[src/rtl/rr_arbiter_4_pkg.sv]
// Shared types and the winner-selection helper for the 4-way round-robin arbiter.
package rr_arbiter_4_pkg;

  localparam int N_REQ = 4;
  localparam int IDX_W = 2;

  typedef enum logic {
    IDLE  = 1'b0,
    GRANT = 1'b1
  } state_t;

  typedef logic [IDX_W-1:0] idx_t;

  // Rotate the request vector so ptr sits at bit 0, take the lowest set bit,
  // then rotate the found position back into absolute requester numbering.
  function automatic idx_t pick_winner(input logic [N_REQ-1:0] req, input idx_t ptr);
    logic [N_REQ-1:0] rot;
    idx_t             found;
    rot   = '0;
    found = '0;
    for (int i = 0; i < N_REQ; i++) begin
      rot[i] = req[ptr + idx_t'(i)];
    end
    for (int i = N_REQ - 1; i >= 0; i--) begin
      if (rot[i]) found = idx_t'(i);
    end
    return ptr + found;
  endfunction

endpackage

[src/rtl/rr_arbiter_4_decoder.sv]
// 2-to-4 one-hot decoder with enable; purely combinational.
module decoder_2_4_df (
  input  logic [1:0] I,
  input  logic       En,
  output logic [3:0] Y
);

  assign Y = En ? (4'b0001 << I) : 4'b0000;

endmodule

[src/rtl/rr_arbiter_4.sv]
// Four-requester round-robin arbiter with grant locking and an optional hold limit.
// state | meaning
// IDLE  | no owner; arbitrate among req starting at ptr
// GRANT | gnt_idx owns the resource until it drops req or hits MAX_HOLD
module rr_arbiter_4
  import rr_arbiter_4_pkg::*;
#(
  parameter int MAX_HOLD = 8
) (
  input  logic             clk,
  input  logic             rst_n,
  input  logic [N_REQ-1:0] req,
  output logic [N_REQ-1:0] gnt,
  output logic [IDX_W-1:0] gnt_idx,
  output logic             gnt_valid
);

  localparam logic [7:0] HOLD_LAST = 8'(MAX_HOLD - 1);

  state_t     state, state_nxt;
  idx_t       ptr, ptr_nxt;
  idx_t       idx_nxt;
  logic [7:0] hold_cnt, hold_nxt;
  logic       release_now;
  logic       at_limit;

  always_ff @(posedge clk or negedge rst_n) begin
    if (!rst_n) begin
      state    <= IDLE;
      ptr      <= '0;
      gnt_idx  <= '0;
      hold_cnt <= '0;
    end else begin
      state    <= state_nxt;
      ptr      <= ptr_nxt;
      gnt_idx  <= idx_nxt;
      hold_cnt <= hold_nxt;
    end
  end

  assign at_limit = (MAX_HOLD != 0) && (hold_cnt == HOLD_LAST);

  always_comb begin
    state_nxt   = state;
    ptr_nxt     = ptr;
    idx_nxt     = gnt_idx;
    hold_nxt    = hold_cnt;
    release_now = 1'b0;
    case (state)
      IDLE: begin
        if (|req) begin
          idx_nxt   = pick_winner(req, ptr);
          hold_nxt  = '0;
          state_nxt = GRANT;
        end
      end
      GRANT: begin
        release_now = !req[gnt_idx] || at_limit;
        if (release_now) begin
          state_nxt = IDLE;
          ptr_nxt   = gnt_idx + idx_t'(1);
        end else if (MAX_HOLD != 0) begin
          // hold_cnt stays at zero when the hold limit is disabled
          hold_nxt = hold_cnt + 8'd1;
        end
      end
      default: state_nxt = IDLE;
    endcase
  end

  assign gnt_valid = (state == GRANT);

  decoder_2_4_df u_dec (
    .I  (gnt_idx),
    .En (gnt_valid),
    .Y  (gnt)
  );

endmodule

[config.mk]
export PLATFORM = sky130hd
export DESIGN_NAME = rr_arbiter_4
export DESIGN_NICKNAME = d
export VERILOG_FILES = /design/src/rtl/rr_arbiter_4_pkg.sv /design/src/rtl/rr_arbiter_4_decoder.sv /design/src/rtl/rr_arbiter_4.sv
export SDC_FILE = /design/constraint.sdc
export NUM_CORES = 1
export LEC_CHECK = 0
export BUFFER_PORTS_ARGS = -buffer_cell sky130_fd_sc_hd__buf_2
export CAP_MARGIN = 10
export CORE_MARGIN = 2
export CORE_UTILIZATION = 55
export DETAILED_ROUTE_END_ITERATION = 10
export HOLD_SLACK_MARGIN = 0.02
export PLACE_DENSITY = 0.86
export SYNTH_ARGS = -nofsm -noshare
export SYNTH_HDL_FRONTEND = slang
export SYNTH_SLANG_ARGS = --single-unit
[constraint.sdc]
create_clock -name clk -period 2.7 [get_ports clk]
set_input_delay 0.54 -clock clk [delete_from_list [all_inputs] [get_ports clk]]
set_output_delay 0.54 -clock clk [all_outputs]
set_load 0.02 [all_outputs]
==> impl_metrics.env, run 1 <==
export IMPL_async_reset_ff_frac=1.000
export IMPL_antenna_found_initial=0
export IMPL_cts_tree="done"
export IMPL_worst_slew_pin_slew_ns=0.4940
export IMPL_ctsHoldBuffers=0
export IMPL_rsz0062_at_grt="false"
export IMPL_fin_nets=122
export IMPL_fin_cells=125
export IMPL_crit_arrival_ns=2.36
export IMPL_skew_ns=0.001250
export IMPL_maxCapViolations=0
export IMPL_multi_input_area_sq_um=559.3
export IMPL_p_leak_nw=0.4674
export IMPL_hold_viol_final=0
export IMPL_ant_nets=0
export IMPL_num_rows=14
export IMPL_overflow=0
export IMPL_fmax_mhz=459.4
export IMPL_crit_type="reg -> reg"
export IMPL_r2r_start="ptr[1]$_DFFE_PN0P_"
export IMPL_avgSynthCellArea_sq_um=9.628
export IMPL_status="finished clean"
export IMPL_vias=763
export IMPL_drive_above_1_share=0.2202
export IMPL_timing_slew_headroom=0.6695
export IMPL_post_cts_resized=0
export IMPL_synth_edf_count=0
export IMPL_fin_util=0.6575
export IMPL_crit_fanout=12
export IMPL_wire_per_inst_microns=14.00
export IMPL_first_pass_iters=3
export IMPL_drt_iter0_drc=16
export IMPL_dieArea_sq_um=2005
export IMPL_port_buffers=12
export IMPL_dp_worst_setup_slack_ns=0.2858
export IMPL_syn_area_sq_um=914.6
export IMPL_place_inst=121
export IMPL_vdd_drop_max_mv=0.8668
export IMPL_diodes=0
export IMPL_place_congestion=0.8072
export IMPL_worst_setup_path_start_kind="flip-flop"
export IMPL_routed_wl_mm=1.750
export IMPL_path_clk_slew_ns=0.07
export IMPL_cts_made_buffers=3
export IMPL_nFillCells=139
export IMPL_drc=0
export IMPL_drv_slew=0
export IMPL_setup_slack_ns=0.5232
export IMPL_syn_nets=107
export IMPL_grt_max_degree=15
export IMPL_yosys_warnings=0
export IMPL_chipHeight_microns=44.78
export IMPL_clockBufferDepth=2
export IMPL_area_growth_pct=10.81
export IMPL_power_density_nw_per_um2=941.9
export IMPL_ys_flop_type="dfrtp_1"
export IMPL_setup_viol=0
export IMPL_ios=13
export IMPL_core_area_sq_um=1541
export IMPL_end_kind="flip-flop"
export IMPL_period_minus_slack_ns=2.177
export IMPL_finalSetupTns_ns=0
export IMPL_die_x_microns=44.78
export IMPL_htree_levels=1
export IMPL_required_ns=2.89
export IMPL_cts_setup_buffers=0
export IMPL_cp_startpoint="ptr[1]$_DFFE_PN0P_"
export IMPL_post_drt_via_cell_ratio=6.104
export IMPL_cts_root_buf="clkbuf_4"
export IMPL_clk_latency_ns=0.26
export IMPL_hpwl_mm=1.381
export IMPL_ys_seq_area_frac=0.3557
export IMPL_dpl_cell_area_sq_um=987.2
export IMPL_register_area_sq_um=325.3
export IMPL_synthCells=95
export IMPL_worstHoldPathType="in -> async"
export IMPL_start_util=0.5933
export IMPL_grt_pass1_vias=725
export IMPL_ys_seq_elements=13
export IMPL_post_route_cell_area_sq_um=1013
export IMPL_grt_use_total=0.2149
export IMPL_post_route_period_util=0.8062
export IMPL_cts_sinks=13
export IMPL_synth_cell_types=34
export IMPL_grt_pass1_wl_mm=3.153
[critical path: stages (launching register included)]
cell and delay [ns]:
dfrtp_1 0.51, o21ai_0 0.21, a21oi_1 0.09, o31a_1 0.28
ha_1 0.19, xnor2_1 0.13, or4_1 0.52, a31oi_1 0.17
[sequential cells by signal, summed over array words and instances (netlist names)]
register	flops
hold_cnt	8
gnt_idx	2
ptr	2
gnt_valid	1
[layer usage]
metal | vias to the layer above | GRT usage | share of wire
met4 | 0 | 0.1118 | 0.011
met3 | 2 | 0.02400 | 0.021
li1 | 380 | - | -
met1 | 371 | 0.2652 | 0.44
met5 | - | 0 | 0
met2 | 10 | 0.3681 | 0.52
[cells in the mapped netlist (all sizes together) (2+ instances only)]
master | n | share of area
nor2 | 6 | 0.025
or2 | 2 | 0.014
mux2 | 2 | 0.025
nand3b | 2 | 0.016
inv | 6 | 0.025
clkbuf | 2 | 0.0082
and3 | 2 | 0.014
or3b | 3 | 0.029
a211oi | 2 | 0.016
o31ai | 3 | 0.025
xor2 | 3 | 0.029
or4 | 2 | 0.016
ha | 6 | 0.082
dfrtp | 13 | 0.36
o211ai | 4 | 0.033
a21oi | 2 | 0.011
o21ai | 4 | 0.022
and2 | 5 | 0.034
nand2 | 8 | 0.036
nand3 | 2 | 0.011
nand4 | 3 | 0.021
nor3 | 2 | 0.011
[cells in the final DEF (no fill, tap or decap), types with 4 or more instances in the layout]
master / instances
nor2_1: 6
dfrtp_1: 13
and2_1: 5
buf_2: 12
ha_1: 6
nand2_1: 7
o21ai_0: 4
o211ai_1: 4
inv_1: 6
[logic make-up after synthesis]
| logic type | share of synthesized area |
|---|---|
| simple gates | 0.2572 |
| compound gates | 0.1737 |
| flops | 0.3557 |
| buf+inv | 0.03283 |
| fa+ha+maj | 0.08208 |
| xor+xnor | 0.03831 |
| mux | 0.06019 |
[report_power, final]
part | leakage, nW | switching, mW | internal (mW)
clock network | 0.0150 | 0.0557 | 0.0571
registers | 0.167 | 0.108 | 0.249
logic | 0.285 | 0.269 | 0.215
[stage by stage]
step           hold slack (ns)  total power, mW
6_report                0.1483           0.9546
5_1_grt                 0.1519            1.050
4_1_cts                 0.1458           0.9672
3_5_place_dp            0.4430           0.8491
3_3_place_gp            0.4378           0.8175
2_1_floorplan           0.2444           0.7056
[area by class of cell]
type / count / area share
clock buffer: 4 / 0.02593
inverter: 6 / 0.02222
timing repair buffer: 12 / 0.05926
tap: 16 / 0.01975
multi-input combinational: 74 / 0.5519
sequential: 13 / 0.3210
[final timing paths]
check / slack, ns / to / depth (start not counted)
min in group clk: 0.52 / hold_cnt[2]$_DFFE_PN0P_ / 1
setup reg to reg: 0.52 / gnt_idx[1]$_DFFE_PN0P_ / 7
max in group asynchronous: 2.33 / hold_cnt[5]$_DFFE_PN0P_ / 1
hold reg to reg: 0.52 / hold_cnt[2]$_DFFE_PN0P_ / 1
hold / removal: 0.15 / hold_cnt[2]$_DFFE_PN0P_ / 1
setup / recovery: 0.52 / gnt_idx[1]$_DFFE_PN0P_ / 7
Power figures use the tool's default switching activity.
==> run 2, diff against run 1 <==
--- a/config.mk
+++ b/config.mk
@@ -8,10 +8,10 @@
 export BUFFER_PORTS_ARGS = -buffer_cell sky130_fd_sc_hd__buf_2
 export CAP_MARGIN = 10
 export CORE_MARGIN = 2
-export CORE_UTILIZATION = 55
+export CORE_UTILIZATION = 50
 export DETAILED_ROUTE_END_ITERATION = 10
 export HOLD_SLACK_MARGIN = 0.02
-export PLACE_DENSITY = 0.86
+export PLACE_DENSITY = 0.83
 export SYNTH_ARGS = -nofsm -noshare
 export SYNTH_HDL_FRONTEND = slang
 export SYNTH_SLANG_ARGS = --single-unit
==> constraint.sdc (replaced) <==
create_clock -name clk -period 2 [get_ports clk]
set_input_delay 0.4 -clock clk [delete_from_list [all_inputs] [get_ports clk]]
set_output_delay 0.4 -clock clk [all_outputs]
set_load 0.02 [all_outputs]
==> impl_metrics.env, run 2 (synthesized netlist as in run 1, its figures left out) <==
export IMPL_required_ns=2.21
export IMPL_dieArea_sq_um=2187
export IMPL_whs_ns=0.5093
export IMPL_finalSetupTns_ns=0
export IMPL_post_route_cell_area_sq_um=1125
export IMPL_area_growth_pct=22.98
export IMPL_worst_setup_path_start_kind="flip-flop"
export IMPL_wire_per_inst_microns=13.56
export IMPL_maxCapViolations=0
export IMPL_power_density_nw_per_um2=1247
export IMPL_vias=827
export IMPL_port_buffers=12
export IMPL_hpwl_mm=1.449
export IMPL_crit_type="reg -> reg"
export IMPL_cp_startpoint="ptr[1]$_DFFE_PN0P_"
export IMPL_path_clk_slew_ns=0.08
export IMPL_overflow=0
export IMPL_drv_slew=0
export IMPL_post_route_period_util=0.9603
export IMPL_fin_cells=146
export IMPL_diodes=0
export IMPL_vdd_drop_max_mv=0.8606
export IMPL_dpl_cell_area_sq_um=1076
export IMPL_period_minus_slack_ns=1.921
export IMPL_routed_wl_mm=1.980
export IMPL_core_area_sq_um=1727
export IMPL_rsz0062_at_grt="false"
export IMPL_crit_fanout=5
export IMPL_max_stage_delay_ns=0.47
export IMPL_antenna_found_initial=0
export IMPL_grt_pass1_wl_mm=3.270
export IMPL_htree_levels=1
export IMPL_top_register="hold_cnt"
export IMPL_r2r_setup_slack_ns=0.08
export IMPL_reg_top3="hold_cnt (8), gnt_idx (2), ptr (2)"
export IMPL_ant_nets=0
export IMPL_cts_root_buf="clkbuf_4"
export IMPL_crit_family="compound AO/OA/AOI/OAI gates"
export IMPL_final_cell_mix="dfrtp_1, buf_2, buf_4"
export IMPL_fin_util=0.6514
export IMPL_drive_above_1_share=0.3140
export IMPL_crit_slowest_cell="or4_1"
export IMPL_cts_tree="done"
export IMPL_fmax_mhz=520.7
export IMPL_skew_ns=0.003467
export IMPL_nFillCells=145
export IMPL_hp_start="hold_cnt[2]$_DFFE_PN0P_"
export IMPL_first_pass_iters=4
export IMPL_place_congestion=0.9099
export IMPL_clk_latency_ns=0.28
export IMPL_path_buf_inv=0
export IMPL_status="finished clean"
export IMPL_timing_slew_headroom=0.6670
export IMPL_cts_sinks=13
export IMPL_dp_worst_setup_slack_ns=-0.1263
export IMPL_crit_arrival_ns=2.13
export IMPL_grt_use_total=0.2109
export IMPL_grt_max_degree=15
export IMPL_setup_viol=0
export IMPL_worstHoldPathType="reg -> reg"
export IMPL_num_rows=15
export IMPL_r2r_start="ptr[1]$_DFFE_PN0P_"
export IMPL_post_drt_via_cell_ratio=5.664
export IMPL_finalPower_mw=1.403
export IMPL_end_kind="flip-flop"
export IMPL_die_x_microns=46.77
export IMPL_hold_viol_final=0
export IMPL_fin_nets=134
export IMPL_largest_register_ffs=8
export IMPL_drc=0
export IMPL_p_leak_nw=0.5237
export IMPL_worst_slew_pin_slew_ns=0.4977
export IMPL_cp_cell_sequence="o21ai_2, a21oi_1, o31a_1, ha_2, xnor2_1, or4_1, a31oi_1"
export IMPL_setup_slack_ns=0.07935
export IMPL_clockBufferDepth=2
export IMPL_drt_iter0_drc=18
export IMPL_ios=13
export IMPL_chipHeight_microns=46.77
export IMPL_place_inst=140
export IMPL_start_util=0.5297
export IMPL_grt_pass1_vias=753
export IMPL_cts_made_buffers=3
-- run 2: path summary, 6_finish.rpt --
path                                            to  depth (start not counted)
setup / recovery            gnt_idx[1]$_DFFE_PN0P_                          7
hold / removal             hold_cnt[2]$_DFFE_PN0P_                          1
setup reg to reg            gnt_idx[1]$_DFFE_PN0P_                          7
hold reg to reg            hold_cnt[2]$_DFFE_PN0P_                          1
max in group asynchronous       ptr[1]$_DFFE_PN0P_                          2
min in group asynchronous  hold_cnt[7]$_DFFE_PN0P_                          2
-- run 2: layout make-up --
cell class | instances | area (sq um) | share of cell area
well taps | 25 | 31.28 | 0.02781
flip-flops and latches | 13 | 326.6 | 0.2903
inverters | 6 | 22.52 | 0.02002
clock buffers | 4 | 26.28 | 0.02336
repair buffers | 24 | 152.6 | 0.1357
multi-input cells | 74 | 565.5 | 0.5028
-- run 2: worst register-to-register path: cells and delay by family (launching register included) --
family / cells / cell delay [ns]
xor gates and xnor gates: 1 / 0.13
adders and majority gates: 1 / 0.18
and+or+nand+nor: 1 / 0.47
AOI/OAI and AO/OA: 4 / 0.64
DFF: 1 / 0.45
-- run 2: report_power, final --
| part | leakage [nW] | switching (mW) | total, mW | internal (mW) |
|---|---|---|---|---|
| sequential | 0.166 | 0.114 | 0.453 | 0.339 |
| combinational | 0.343 | 0.420 | 0.787 | 0.367 |
| clock | 0.0150 | 0.0856 | 0.163 | 0.0774 |
-- run 2: layer usage --
layer / part of all wire / up-vias / track usage / wire [microns]
met5: 0 / - / 0 / 0
met4: 0.015 / 0 / 0.07222 / 30
met3: 0.064 / 4 / 0.07692 / 127
met2: 0.46 / 30 / 0.3425 / 912
met1: 0.46 / 394 / 0.2596 / 909
li1: - / 399 / - / -
-- run 2: what timing repair did --
| item | 4_1_cts | 5_1_grt |
|---|---|---|
| endpoints found under the setup margin | 0 | 1 |
| resized for setup | 0 | 2 |
| hold buffers | 1 | 0 |
| hold endpoints to repair | 13 | 0 |
| buffers inserted | 0 | 1 |
